File: src/rtl/ov7670_capture.sv
// ov7670_capture: samples the OV7670 parallel bus in the system clock domain, pairs RGB565
// bytes into pixels, decimates by 2**DecimLog2 in both axes and writes RGB444 pixels into the
// frame buffer. Capture starts and stops only on frame boundaries.
module ov7670_capture #(
  parameter int unsigned SrcCols   = 640,
  parameter int unsigned SrcRows   = 480,
  parameter int unsigned DecimLog2 = 3,
  parameter int unsigned ImgCols   = 80,
  parameter int unsigned ImgRows   = 60,
  parameter int unsigned NbImgPxls = 13
) (
  input  logic                 clk,
  input  logic                 reset,
  input  logic                 capture_en,
  input  logic                 cam_pclk,
  input  logic                 cam_vsync,
  input  logic                 cam_href,
  input  logic [7:0]           cam_d,
  output logic                 wr_en,
  output logic [NbImgPxls-1:0] wr_addr,
  output logic [11:0]          wr_data,
  output logic                 frame_done,
  output logic                 capturing
);

  localparam int unsigned ColW    = $clog2(SrcCols + 1);
  localparam int unsigned RowW    = $clog2(SrcRows + 1);
  localparam int unsigned ColIdxW = $clog2(ImgCols);
  localparam int unsigned RowIdxW = $clog2(ImgRows);

  typedef enum logic [1:0] {StIdle, StSync, StActive} state_e;

  // Synchronizer taps: [0] = s1, [1] = s2 (decision value), [2] = s3 (edge reference)
  logic [2:0] pclk_q, vsync_q, href_q;
  logic [7:0] d_s1_q, d_s2_q;

  // Bring the camera bus into the clk domain
  always_ff @(posedge clk or posedge reset) begin
    if (reset) begin
      pclk_q  <= '0;
      vsync_q <= '0;
      href_q  <= '0;
      d_s1_q  <= '0;
      d_s2_q  <= '0;
    end else begin
      pclk_q  <= {pclk_q[1:0], cam_pclk};
      vsync_q <= {vsync_q[1:0], cam_vsync};
      href_q  <= {href_q[1:0], cam_href};
      d_s1_q  <= cam_d;
      d_s2_q  <= d_s1_q;
    end
  end

  logic pclk_rise, vsync_rise, vsync_fall, href_rise, href_fall, href_s2;
  assign pclk_rise  = pclk_q[1] & ~pclk_q[2];
  assign vsync_rise = vsync_q[1] & ~vsync_q[2];
  assign vsync_fall = ~vsync_q[1] & vsync_q[2];
  assign href_rise  = href_q[1] & ~href_q[2];
  assign href_fall  = ~href_q[1] & href_q[2];
  assign href_s2    = href_q[1];

  state_e          state_q;
  logic            capturing_q;
  logic            fd_a_q;
  logic            byte_phase_q;
  logic [6:0]      hi_q;         // first byte minus R5[0], which truncation drops anyway
  logic [ColW-1:0] col_q;
  logic [RowW-1:0] row_q;

  // Stage A: one completed in-range source pixel
  logic            px_vld_q;
  logic [11:0]     px_data_q;
  logic [ColW-1:0] px_col_q;
  logic [RowW-1:0] px_row_q;

  // A line start restarts pairing and column count even if a byte lands on the same cycle
  logic            phase_cur;
  logic [ColW-1:0] col_cur;
  logic            col_full, row_full, take_byte;
  assign phase_cur = href_rise ? 1'b0 : byte_phase_q;
  assign col_cur   = href_rise ? '0 : col_q;
  assign col_full  = (col_cur == ColW'(SrcCols));
  assign row_full  = (row_q == RowW'(SrcRows));
  assign take_byte = pclk_rise & href_s2;

  // Frame FSM, byte pairing and source counters; vsync edges win over href/pclk activity
  always_ff @(posedge clk or posedge reset) begin
    if (reset) begin
      state_q      <= StIdle;
      capturing_q  <= 1'b0;
      fd_a_q       <= 1'b0;
      byte_phase_q <= 1'b0;
      hi_q         <= '0;
      col_q        <= '0;
      row_q        <= '0;
      px_vld_q     <= 1'b0;
      px_data_q    <= '0;
      px_col_q     <= '0;
      px_row_q     <= '0;
    end else begin
      px_vld_q <= 1'b0;
      fd_a_q   <= 1'b0;
      unique case (state_q)
        StIdle: begin
          if (capture_en) state_q <= StSync;
        end
        StSync: begin
          if (vsync_fall) begin
            state_q      <= StActive;
            capturing_q  <= 1'b1;
            col_q        <= '0;
            row_q        <= '0;
            byte_phase_q <= 1'b0;
          end
        end
        StActive: begin
          if (vsync_rise) begin
            capturing_q <= 1'b0;
            if (row_full) begin
              fd_a_q  <= 1'b1;
              state_q <= capture_en ? StSync : StIdle;
            end else begin
              // Short frame: drop it silently and resync on the next one
              state_q <= StSync;
            end
          end else begin
            if (href_rise) begin
              byte_phase_q <= 1'b0;
              col_q        <= '0;
            end
            if (href_fall && !row_full) row_q <= row_q + 1'b1;
            if (take_byte) begin
              byte_phase_q <= ~phase_cur;
              if (!phase_cur) begin
                hi_q <= {d_s2_q[7:4], d_s2_q[2:0]};
              end else if (!col_full && !row_full) begin
                col_q     <= col_cur + 1'b1;
                px_vld_q  <= 1'b1;
                // {R5[4:1], G6[5:2], B5[4:1]} of the RGB565 word {hi, d}
                px_data_q <= {hi_q[6:3], hi_q[2:0], d_s2_q[7], d_s2_q[4:1]};
                px_col_q  <= col_cur;
                px_row_q  <= row_q;
              end
            end
          end
        end
        default: state_q <= StIdle;
      endcase
    end
  end

  // Decimation keep rule and buffer address of the stage-A pixel
  logic                 keep;
  logic [ColIdxW-1:0]   col_idx;
  logic [RowIdxW-1:0]   row_idx;
  logic [NbImgPxls-1:0] addr_calc;
  assign keep    = (px_col_q[DecimLog2-1:0] == '0) && (px_row_q[DecimLog2-1:0] == '0);
  assign col_idx = ColIdxW'(px_col_q >> DecimLog2);
  assign row_idx = RowIdxW'(px_row_q >> DecimLog2);
  // Constant multiply; for 80 columns this reduces to (r << 6) + (r << 4) + c
  assign addr_calc = NbImgPxls'(row_idx) * NbImgPxls'(ImgCols) + NbImgPxls'(col_idx);

  logic                 wb_vld_q, wr_en_q, fd_b_q, frame_done_q;
  logic [NbImgPxls-1:0] wb_addr_q, wr_addr_q;
  logic [11:0]          wb_data_q, wr_data_q;

  // Two more register stages to the buffer port; address/data hold between strobes
  always_ff @(posedge clk or posedge reset) begin
    if (reset) begin
      wb_vld_q     <= 1'b0;
      wb_addr_q    <= '0;
      wb_data_q    <= '0;
      wr_en_q      <= 1'b0;
      wr_addr_q    <= '0;
      wr_data_q    <= '0;
      fd_b_q       <= 1'b0;
      frame_done_q <= 1'b0;
    end else begin
      wb_vld_q <= px_vld_q & keep;
      if (px_vld_q) begin
        wb_addr_q <= addr_calc;
        wb_data_q <= px_data_q;
      end
      wr_en_q <= wb_vld_q;
      if (wb_vld_q) begin
        wr_addr_q <= wb_addr_q;
        wr_data_q <= wb_data_q;
      end
      fd_b_q       <= fd_a_q;
      frame_done_q <= fd_b_q;
    end
  end

  assign wr_en      = wr_en_q;
  assign wr_addr    = wr_addr_q;
  assign wr_data    = wr_data_q;
  assign frame_done = frame_done_q;
  assign capturing  = capturing_q;

endmodule

File: config.mk
export PLATFORM = sky130hd
export DESIGN_NAME = ov7670_capture
export DESIGN_NICKNAME = d
export VERILOG_FILES = /design/src/rtl/ov7670_capture.sv
export SDC_FILE = /design/constraint.sdc
export NUM_CORES = 1
export LEC_CHECK = 0
export BUFFER_PORTS_ARGS = -buffer_cell sky130_fd_sc_hd__buf_2
export CORE_UTILIZATION = 40
export CTS_CLUSTER_SIZE = 8
export DETAILED_ROUTE_END_ITERATION = 10
export SLEW_MARGIN = 20
export SYNTH_ARGS = -nofsm -noshare
export SYNTH_HDL_FRONTEND = slang
export SYNTH_SLANG_ARGS = --single-unit
File: constraint.sdc
create_clock -name clk -period 9.8 [get_ports clk]
set_clock_uncertainty 0.1 [all_clocks]
set_input_delay 0.98 -clock clk [delete_from_list [all_inputs] [get_ports clk]]
set_output_delay 0.98 -clock clk [all_outputs]
set_load 0.1 [all_outputs]
After elaboration in Yosys (flattened, before gate mapping)
Index checks and enable logic that the tools add are counted.

Memories: 0. Latch bits: 0. Memory bits (writable): 0. Memory bits (read-only): 0. Logic and storage cells: 99. Output and inout bits: 28. Register bits after elaboration: 142.

Reductions and logical operators: 15. Multipliers: 1. Shifts and indexed selects: 0. Bitwise gates (word level): 14. Equal/unequal tests: 9. Mux-type cells: 33. Add/subtract/negate cells: 3. Divide/modulo/power cells: 0. Order comparisons: 0.

Operators by type and width (count): $mux W10 (6); $mux W9 (3); $pmux W10 S2 (1); $pmux W9 S2 (1); $mux W1 (16); $add A13 B7 Y13 (1); $add A10 B1 Y10 const B (1); $eq A10 B10 Y1 const B (1); $ne A2 B2 Y1 const B (5); $add A9 B1 Y9 const B (1); $eq A9 B9 Y1 const B (1); $mul A6 B3 Y9 const B (1); $reduce_and A3 Y1 (3); $reduce_and A4 Y1 (2); $and A1 B1 Y1 (7); $not A1 Y1 (7); $logic_not A3 Y1 (2); $mux W2 (3); $pmux W2 S3 (1); $reduce_and A5 Y1 (1); $pmux W1 S2 (2); $logic_and A1 B1 Y1 (3); $eq A2 B1 Y1 const B (1); $eq A2 B2 Y1 const B (1); other kinds (3) (4).

Longest topological paths before layout
Gate-level depths: netlist (run 1).

Depth after elaboration: 11. Depth in mapped cells: 10. Gate-level depth less buffers: 8.

Least setup slack after synthesis (run 1)
Ideal clock, no wire load.

Path kind: register to register. Start: register href_q[2]. End: register px_row_q[2]. Arrival time: 2.385 ns. Required time: 9.573 ns. Setup slack: 7.187 ns. Cell stages (with the launch flop): 10. Setup time: 0.127 ns. Clock period less this slack: 2.613 ns. Path buffers: 2. Path through: dfrtp_1 -> nand2b_1 -> clkbuf_1 -> nand2_1 -> ha_1 -> nor4bb_1 -> a41oi_4 -> nand3_2 -> buf_4 -> mux2_1.

Longest elaborated chain between the ends: 7.

Ends and longest elaborated chain: start, declared (line 34) `logic [2:0] pclk_q, vsync_q, href_q;`; start signal, assigned (line 48) `href_q <= {href_q[1:0], cam_href};`; $not A1 Y1 * (line 58) `assign href_rise = href_q[1] & ~href_q[2];`; $and A1 B1 Y1 * (line 58); $mux W10 (line 81) `assign col_cur = href_rise ? '0 : col_q;`; $eq A10 B10 Y1 (line 82) `assign col_full = (col_cur == ColW'(SrcCols));`; $logic_not A1 Y1 (line 136) `end else if (!col_full && !row_full) begin`; $logic_and A1 B1 Y1 (line 136); $reduce_and A5 Y1 (no line) *; end signal, assigned (line 142) `px_row_q <= row_q;`; end, declared (line 74) `logic [RowW-1:0] px_row_q;`.

Every way passes the cells marked *; elsewhere a longest branch is shown, timed or not. A chain may end at the register's enable or synchronous reset.

Final worst setup path (run 1)
Start: register href_q[1]. End: register px_data_q[4].

Longest elaborated chain between the ends: 6.

Ends and longest elaborated chain: $and A1 B1 Y1 (line 58); $mux W10 (line 81); $eq A10 B10 Y1 (line 82); $logic_not A1 Y1 (line 136); $logic_and A1 B1 Y1 (line 136); $reduce_and A5 Y1 (no line) *; end signal, assigned (line 140) `px_data_q <= {hi_q[6:3], hi_q[2:0], d_s2_q[7], d_s2_q[4:1]};`; end, declared (line 72) `logic [11:0] px_data_q;`.

Marked as above.

==> results of run 1 <==
area by class of cell:
cell class	instances	area share (%)
Clock buffer	22	7.065
Multi-Input combinational cell	274	31.07
Clock inverter	10	2.665
Tap cell	180	3.286
Inverter	13	0.7850
Timing Repair Buffer	43	3.268
Sequential cell	142	51.86
path summary, 6_finish.rpt:
check	depth (start not counted)	endpoint	start
min in group asynchronous	2	fd_b_q	reset
worst min register to register	0	d_s2_q[7]	d_s1_q[7]
worst max register to register	7	px_data_q[4]	href_q[1]
max in group asynchronous	3	wb_vld_q	reset
worst min-delay path	0	d_s2_q[7]	d_s1_q[7]
worst max-delay path	7	px_data_q[4]	href_q[1]
sequential cells by signal (all words and copies together) (netlist names), 2 cells and up:
| register | count |
|---|---|
| row_q | 9 |
| d_s1_q | 8 |
| wr_data | 12 |
| hi_q | 7 |
| wb_data_q | 12 |
| px_data_q | 12 |
| vsync_q | 3 |
| wb_addr_q | 13 |
| href_q | 3 |
| wr_addr | 13 |
| px_row_q | 9 |
| pclk_q | 3 |
| px_col_q | 10 |
| d_s2_q | 8 |
| col_q | 10 |
| state_q | 2 |
metal layers:
layer	vias to the layer above	global-route usage, %
met1	1767	20.41
met5	-	0
met4	0	7.546
met2	58	23.95
li1	1678	-
met3	9	3.764
worst reg2reg max path, stage by stage, from the launching register on:
cell and delay, ns:
dfrtp_1 0.43, nand2b_1 0.42, nand2_1 0.15, ha_1 0.22, nor4bb_1 0.16, a41oi_4 0.35
nand3_2 0.75, mux2_1 0.63
metrics by stage:
step	worst slack (ns)	utilization [%]
after floorplan	4.910	-
after global placement	6.606	44.03
after detailed placement	6.473	44.03
after CTS	6.438	48.78
after global routing	6.146	48.81
final	6.465	48.81
power groups by stage:
| stage | logic, W | clock network [W] | registers [W] |
|---|---|---|---|
| 2_1_floorplan | 0.0000510 | 0 | 0.000637 |
| 3_3_place_gp | 0.0000677 | 0 | 0.000638 |
| 3_5_place_dp | 0.0000692 | 0 | 0.000639 |
| 4_1_cts | 0.0000692 | 0.000730 | 0.000630 |
| 5_1_grt | 0.0000782 | 0.000757 | 0.000632 |
| 6_report | 0.0000678 | 0.000715 | 0.000629 |
logic make-up after synthesis:
group | Yosys count
DFF | 142
and+or+nand+nor | 112
muxes | 73
AOI/OAI and AO/OA | 62
buffers and inverters | 28
adders and majority gates | 16
xor gates and xnor gates | 11
cell usage in the layout, fill, tap and decap left out, types with 5 or more instances in the layout:
cell type and count:
dfrtp_1 141, inv_1 11, a21oi_1 16, nor2_1 10, clkbuf_16 17, bufinv_16 5, nand2b_1 5, xor2_1 5
nand4_1 5, mux2_1 14, nor4_1 5, xnor2_1 6, and2_1 6, nand3_1 10, nand2_1 43, mux2_2 56
buf_2 41, ha_1 14, o21ai_0 18, and3_1 5
==> summary.txt, run 1 <==
Clock network
  – CTS H-Tree Depth: 4
  – CTS tree: built
  – Worst-Skew Late Latency: 0.42 ns
  – CTS Buffer Depth: 2
  – Setup bufs post-CTS: 0
  – Post-CTS resize count: 0
  – Clock root cell: clkbuf_16
  – Inserted Clock Buffers: 17
  – CTS Hold Buffers Added: 0
  – Clock slew at reported path FFs: 0.06 ns
  – Clk sink count: 142

Final layout
  – Post-Layout Cell Count: 684
  – N_diodes: 0
  – Layout net count: 521
  – Reg area: 3555 um^2
  – Post-route cell area: 6854 um^2
  – Area delta synth->final: 18.06%
  – FILL cells: 1235
  – Multi-input gate area: 2130 um^2
  – Share of cells above drive strength 1: 28.37%

Detailed routing
  – Average vias per placed instance: 5.135
  – # DRC: 0
  – Drt wl/cell: 15.04 um
  – WL final: 10290 um
  – DR WL met2: 4895 um
  – Highest routed metal layer: met4
  – Antenna viol nets, final: 0
  – DR pass1 iterations: 4
  – WL met1: 4918 um
  – DR vias: 3512
  – Drt initial violations: 193
  – Metal3 WL: 327 um

Logic synthesis
  – #FFs+latches synth: 142
  – Most frequent cells after synthesis: 142 x dfrtp_1, 56 x mux2_2, 43 x nand2_1
  – Largest family of logic cells by synthesized area: multiplexers
  – Synth Area in Adders: 3.707%
  – Yosys cell types: 61
  – Synth Area per Inst: 13.08 um^2
  – Post-Syn Instances: 444
  – YS warnings: 0
  – Synth Area in Simple Gates: 10.22%
  – Share of async-settable or async-resettable flops after synthesis: 100.0%
  – Share of the synthesized area in the top cell type: 61.21%
  – Mux share of post-synthesis cell area: 14.09%
  – Seq/Total Area, Yosys: 61.21%
  – Post-synth EDFFs: 0
  – Count leader, synth: dfrtp_1
  – Largest cells by area after synthesis: dfrtp_1 61%, mux2_2 11%, ha_1 3.0%
  – Yosys top cell by area: dfrtp_1
  – Synth Area in Compound Gates: 7.004%
  – Most used flip-flop cell after synthesis: dfrtp_1
  – Synth Cell Area: 5806 um^2
  – Net Count, Synth: 474
  – XOR/XNOR Fraction of Synth Area: 1.659%

Pwr
  – Clk network pwr share: 50.6%
  – Pwr Total: 0.001412 W
  – Flop pwr share: 44.6%
  – Psw: 0.0002989 W
  – Leak: 3.389 nW
  – Pint: 0.001113 W
  – Switching share of total power: 21.17%
  – Max VDD drop: 0.1545 mV
  – Gate power share: 4.8%
  – Power Density: 206.0 nW/um^2

Outcome
  – Status: finished clean

Die
  – Num ports: 42
  – Std-Cell Rows: 43
  – Core ar.: 14040 um^2
  – Chip Height: 122.5 um
  – Die area: 15000 um^2
  – Initial Utilization: 41.34%
  – Die X: 122.5 um

Job
  – Max-cap viol count: 0

Timing
  – Max-slew violation count: 0
  – F_max: 299.9 MHz
  – Final Cycle Share: 34.03%
  – Setup_tns: 0 ns
  – Final setup viols: 0
  – Final hold vios: 0
  – Slew headroom: 38.91%
  – Final min period: 3.335 ns
  – RSZ-0062 raised after global routing: no
  – Hold slack final: 0.2442 ns
  – Worst Tran Pin Value: 0.9153 ns

Setup path
  – Maximum fanout along the worst path: 45
  – Critical path required time: 9.99 ns
  – R2R setup slack: 6.47 ns
  – Delay-heaviest family, CP: simple AND/OR/NAND/NOR gates
  – Startpoint types: flip-flop
  – CP peak stage delay: 0.75 ns
  – Worst path buffer plus inverter count: 0
  – CP arrival: 3.53 ns
  – Setup crit end kind: flip-flop
  – Crit-path cells: nand2b_1, nand2_1, ha_1, nor4bb_1, a41oi_4, nand3_2, mux2_1
  – Slowest cell on crit path: nand3_2
  – Crit Path Category: flip-flop to flip-flop

Placement
  – Port bufs: 41
  – Final HPWL DP: 6817 um
  – Placed cell area: 6183 um^2
  – Placed insts: 652
  – Final RePlAce weighted congestion: 0.8453

Global routing
  – Largest net degree at the start of global routing: 84
  – First-pass GRT wire length: 17550 um
  – Initial antenna violation count: 0
  – Total grt overflow: 0
  – Vias in the first global route: 3513
  – Total GRT Usage: 15.51%

Hold path
  – Min-delay worst type: flip-flop to flip-flop
Power figures use the tool's default switching activity.
==> run 2, diff against run 1 <==
Settings changed: ABC_AREA set to 1.
Clock period 9.8 ns to 3.3 ns, I/O delays scaled along.
==> run 2 against run 1 <==
  * Combinational power rose to 7.8 times the previous value
  * Highest routed layer unchanged
  * Critical path type unchanged
  * Register-to-register slack worse by 5.6 ns
  * Largest cell class unchanged
  * Die area up 2.9%
  * Non-clock buffer count up 17
==> summary.txt, run 2 <==
Final layout
  – Share of cells above drive strength 1: 15.47%
  – N_diodes: 0
  – Multi-input gate area: 2021 um^2
  – Util after Layout: 48.31%
  – FILL cells: 1388
  – Commonest cells after routing, fill and taps aside: 143 x nand2_1, 142 x dfrtp_1, 65 x inv_1
  – Most common cell after layout, fill and taps aside: nand2_1
  – Layout net count: 717
  – Reg area: 3553 um^2
  – Area delta synth->final: 17.48%

Global routing
  – First-pass GRT wire length: 19310 um
  – Vias in the first global route: 4113
  – Initial antenna violation count: 0
  – Total grt overflow: 0
  – Largest net degree at the start of global routing: 66
  – Total GRT Usage: 15.63%

Logic synthesis
  – Most frequent cells after synthesis: 143 x nand2_1, 142 x dfrtp_1, 66 x inv_1
  – Post-Syn Instances: 628
  – Net Count, Synth: 658
  – Most used flip-flop cell after synthesis: dfrtp_1
  – Yosys cell types: 38
  – Post-synth EDFFs: 0
  – Count leader, synth: nand2_1
  – Seq/Total Area, Yosys: 59.45%
  – XOR/XNOR Fraction of Synth Area: 0.5861%
  – #FFs+latches synth: 142
  – Yosys top cell by area: dfrtp_1
  – Share of the synthesized area in the top cell type: 59.45%
  – Synth Area per Inst: 9.517 um^2
  – Synth Area in Adders: 3.601%
  – Mux share of post-synthesis cell area: 1.319%
  – Synth Area in Compound Gates: 8.750%
  – Largest family of logic cells by synthesized area: simple AND/OR/NAND/NOR gates
  – Synth Area in Simple Gates: 19.55%
  – Synth Cell Area: 5977 um^2
  – Largest cells by area after synthesis: dfrtp_1 59%, nand2_1 9.0%, o21ai_0 4.4%
  – YS warnings: 0
  – Share of async-settable or async-resettable flops after synthesis: 100.0%

Outcome
  – Status: finished clean

Timing
  – Final min period: 2.424 ns
  – F_max: 412.5 MHz
  – Hold slack final: 0.1478 ns
  – Setup_tns: 0 ns
  – Final hold vios: 0
  – RSZ-0062 raised after global routing: no
  – Slew headroom: 62.55%
  – Final Cycle Share: 73.46%
  – Worst Tran Pin Value: 0.5617 ns
  – Final worst slack: 0.8757 ns
  – Max-slew violation count: 0
  – Final setup viols: 0

Pwr
  – Gate power share: 12.4%
  – Psw: 0.001180 W
  – Power Density: 604.6 nW/um^2
  – Max VDD drop: 0.3133 mV
  – Pint: 0.003065 W
  – Switching share of total power: 27.79%
  – Flop pwr share: 45.2%
  – Pwr Total: 0.004245 W
  – Leak: 3.545 nW
  – Clk network pwr share: 42.4%

Setup path
  – Crit Path Category: flip-flop to flip-flop
  – Maximum fanout along the worst path: 4
  – Capturing point of the worst reg2reg path: wb_addr_q[11]
  – Setup crit end kind: flip-flop
  – Startpoint types: flip-flop
  – Critical path required time: 3.48 ns
  – CP arrival: 2.61 ns
  – Worst flop-to-flop path startpoint: px_row_q[4]
  – Cells on worst reg2reg path: 9
  – R2R setup slack: 0.88 ns

Hold path
  – Hold Crit Endpoint: state_q[0]
  – Hold Path Origin: capture_en
  – Min-delay worst type: input port to flip-flop
  – Worst hold stages: 3

Detailed routing
  – Drt wl/cell: 12.62 um
  – Average vias per placed instance: 4.810
  – DR pass1 iterations: 7
  – # DRC: 0
  – WL final: 11130 um
  – Drt initial violations: 259
  – DR vias: 4242
  – Antenna viol nets, final: 0

Clock network
  – Setup bufs post-CTS: 0
  – Post-CTS resize count: 0
  – CTS Buffer Depth: 2
  – CTS tree: built
  – Clock slew at reported path FFs: 0.06 ns
  – Inserted Clock Buffers: 17
  – CTS H-Tree Depth: 4
  – Clock root cell: clkbuf_16
  – Worst-Skew Late Latency: 0.42 ns
  – Clk sink count: 142

Die
  – Die area: 15440 um^2
  – Num ports: 42
  – Die X: 124.2 um
  – Core ar.: 14530 um^2
  – Chip Height: 124.2 um
  – Std-Cell Rows: 44
  – Initial Utilization: 41.12%

Placement
  – Final HPWL DP: 7669 um
  – Post-Place Setup Slack: 0.9119 ns
  – Final RePlAce weighted congestion: 0.8536
  – Port bufs: 41

Job
  – Max-cap viol count: 0
==> run 2: changes by cell type after synthesis, moves of 6 or more <==
| cell | change |
|---|---|
| a21oi_1 | +11 |
| and2_1 | -6 |
| inv_1 | +54 |
| mux2_1 | -14 |
| mux2_2 | -49 |
| nand2_1 | +100 |
| nand2_2 | +11 |
| nand3_1 | +27 |
| nor2_1 | +39 |
| o21ai_0 | +35 |
| o21ai_1 | +13 |
==> run 2: cells by family (layout without fill, tap and decap cells) <==
logic type / Yosys count / in the layout
multiplexers: 7 / 7
flip-flops: 142 / 142
AO/OA/AOI/OAI: 102 / 102
buffers and inverters: 91 / 161
AND/OR/NAND/NOR: 266 / 266
adder cells (fa/ha/maj): 16 / 16
XOR/XNOR: 4 / 4
==> run 2: how the worst max path moves through the flow <==
stage / start / end / slack (ns) / cells after the start
floorplan: px_row_q[4] / wb_addr_q[11] / 1.07 / 9
global placement: px_row_q[4] / wb_addr_q[11] / 0.95 / 9
detailed placement: px_row_q[4] / wb_addr_q[11] / 0.91 / 9
CTS: px_row_q[4] / wb_addr_q[11] / 0.90 / 9
global route: px_row_q[4] / wb_addr_q[11] / 0.76 / 9
finish: px_row_q[4] / wb_addr_q[11] / 0.88 / 9
==> run 2: metal layers <==
layer | track usage, % | routed length (um)
met3 | 3.836 | 437
met2 | 23.30 | 4942
met1 | 21.24 | 5518
met4 | 7.725 | 234
met5 | 0 | 0
==> run 2: area by class of cell <==
class | instances | area share, %
clock buffers | 19 | 6.165
clock inverters | 11 | 1.728
inverters | 71 | 3.885
multi-input cells | 395 | 28.78
flip-flops and latches | 142 | 50.61
well taps | 184 | 3.279
repair buffers | 60 | 5.560
==> run 2: repair_timing <==
action,4_1_cts,5_1_grt
hold buffers,12,0
endpoints found under the hold margin,28,0
endpoints found under the setup margin,0,0
==> run 2: power by group through the flow <==
stage | Combinational [W] | Clock (W) | Sequential (W)
after CTS | 0.000532 | 0.00185 | 0.00192
after floorplan | 0.000193 | 0 | 0.00217
after global routing | 0.000568 | 0.00193 | 0.00193
after detailed placement | 0.000520 | 0 | 0.00195
after global placement | 0.000513 | 0 | 0.00195
final | 0.000526 | 0.00180 | 0.00192
==> run 2: metrics by stage <==
| step | instances | area (um^2) |
|---|---|---|
| 2_1_floorplan | 628 | 5981 |
| 3_3_place_gp | 840 | 6347 |
| 3_5_place_dp | 840 | 6347 |
| 4_1_cts | 882 | 7022 |
| 5_1_grt | 882 | 7022 |
| 6_report | 882 | 7022 |
==> run 2: critical path: stages, from the launching register on <==
cell     delay, ns
dfrtp_1       0.43
ha_1          0.32
ha_1          0.23
fa_1          0.40
xor2_1        0.27
nand2_1       0.09
nor2_1        0.19
nand3_1       0.11
nand3_1       0.08
o21ai_0       0.07
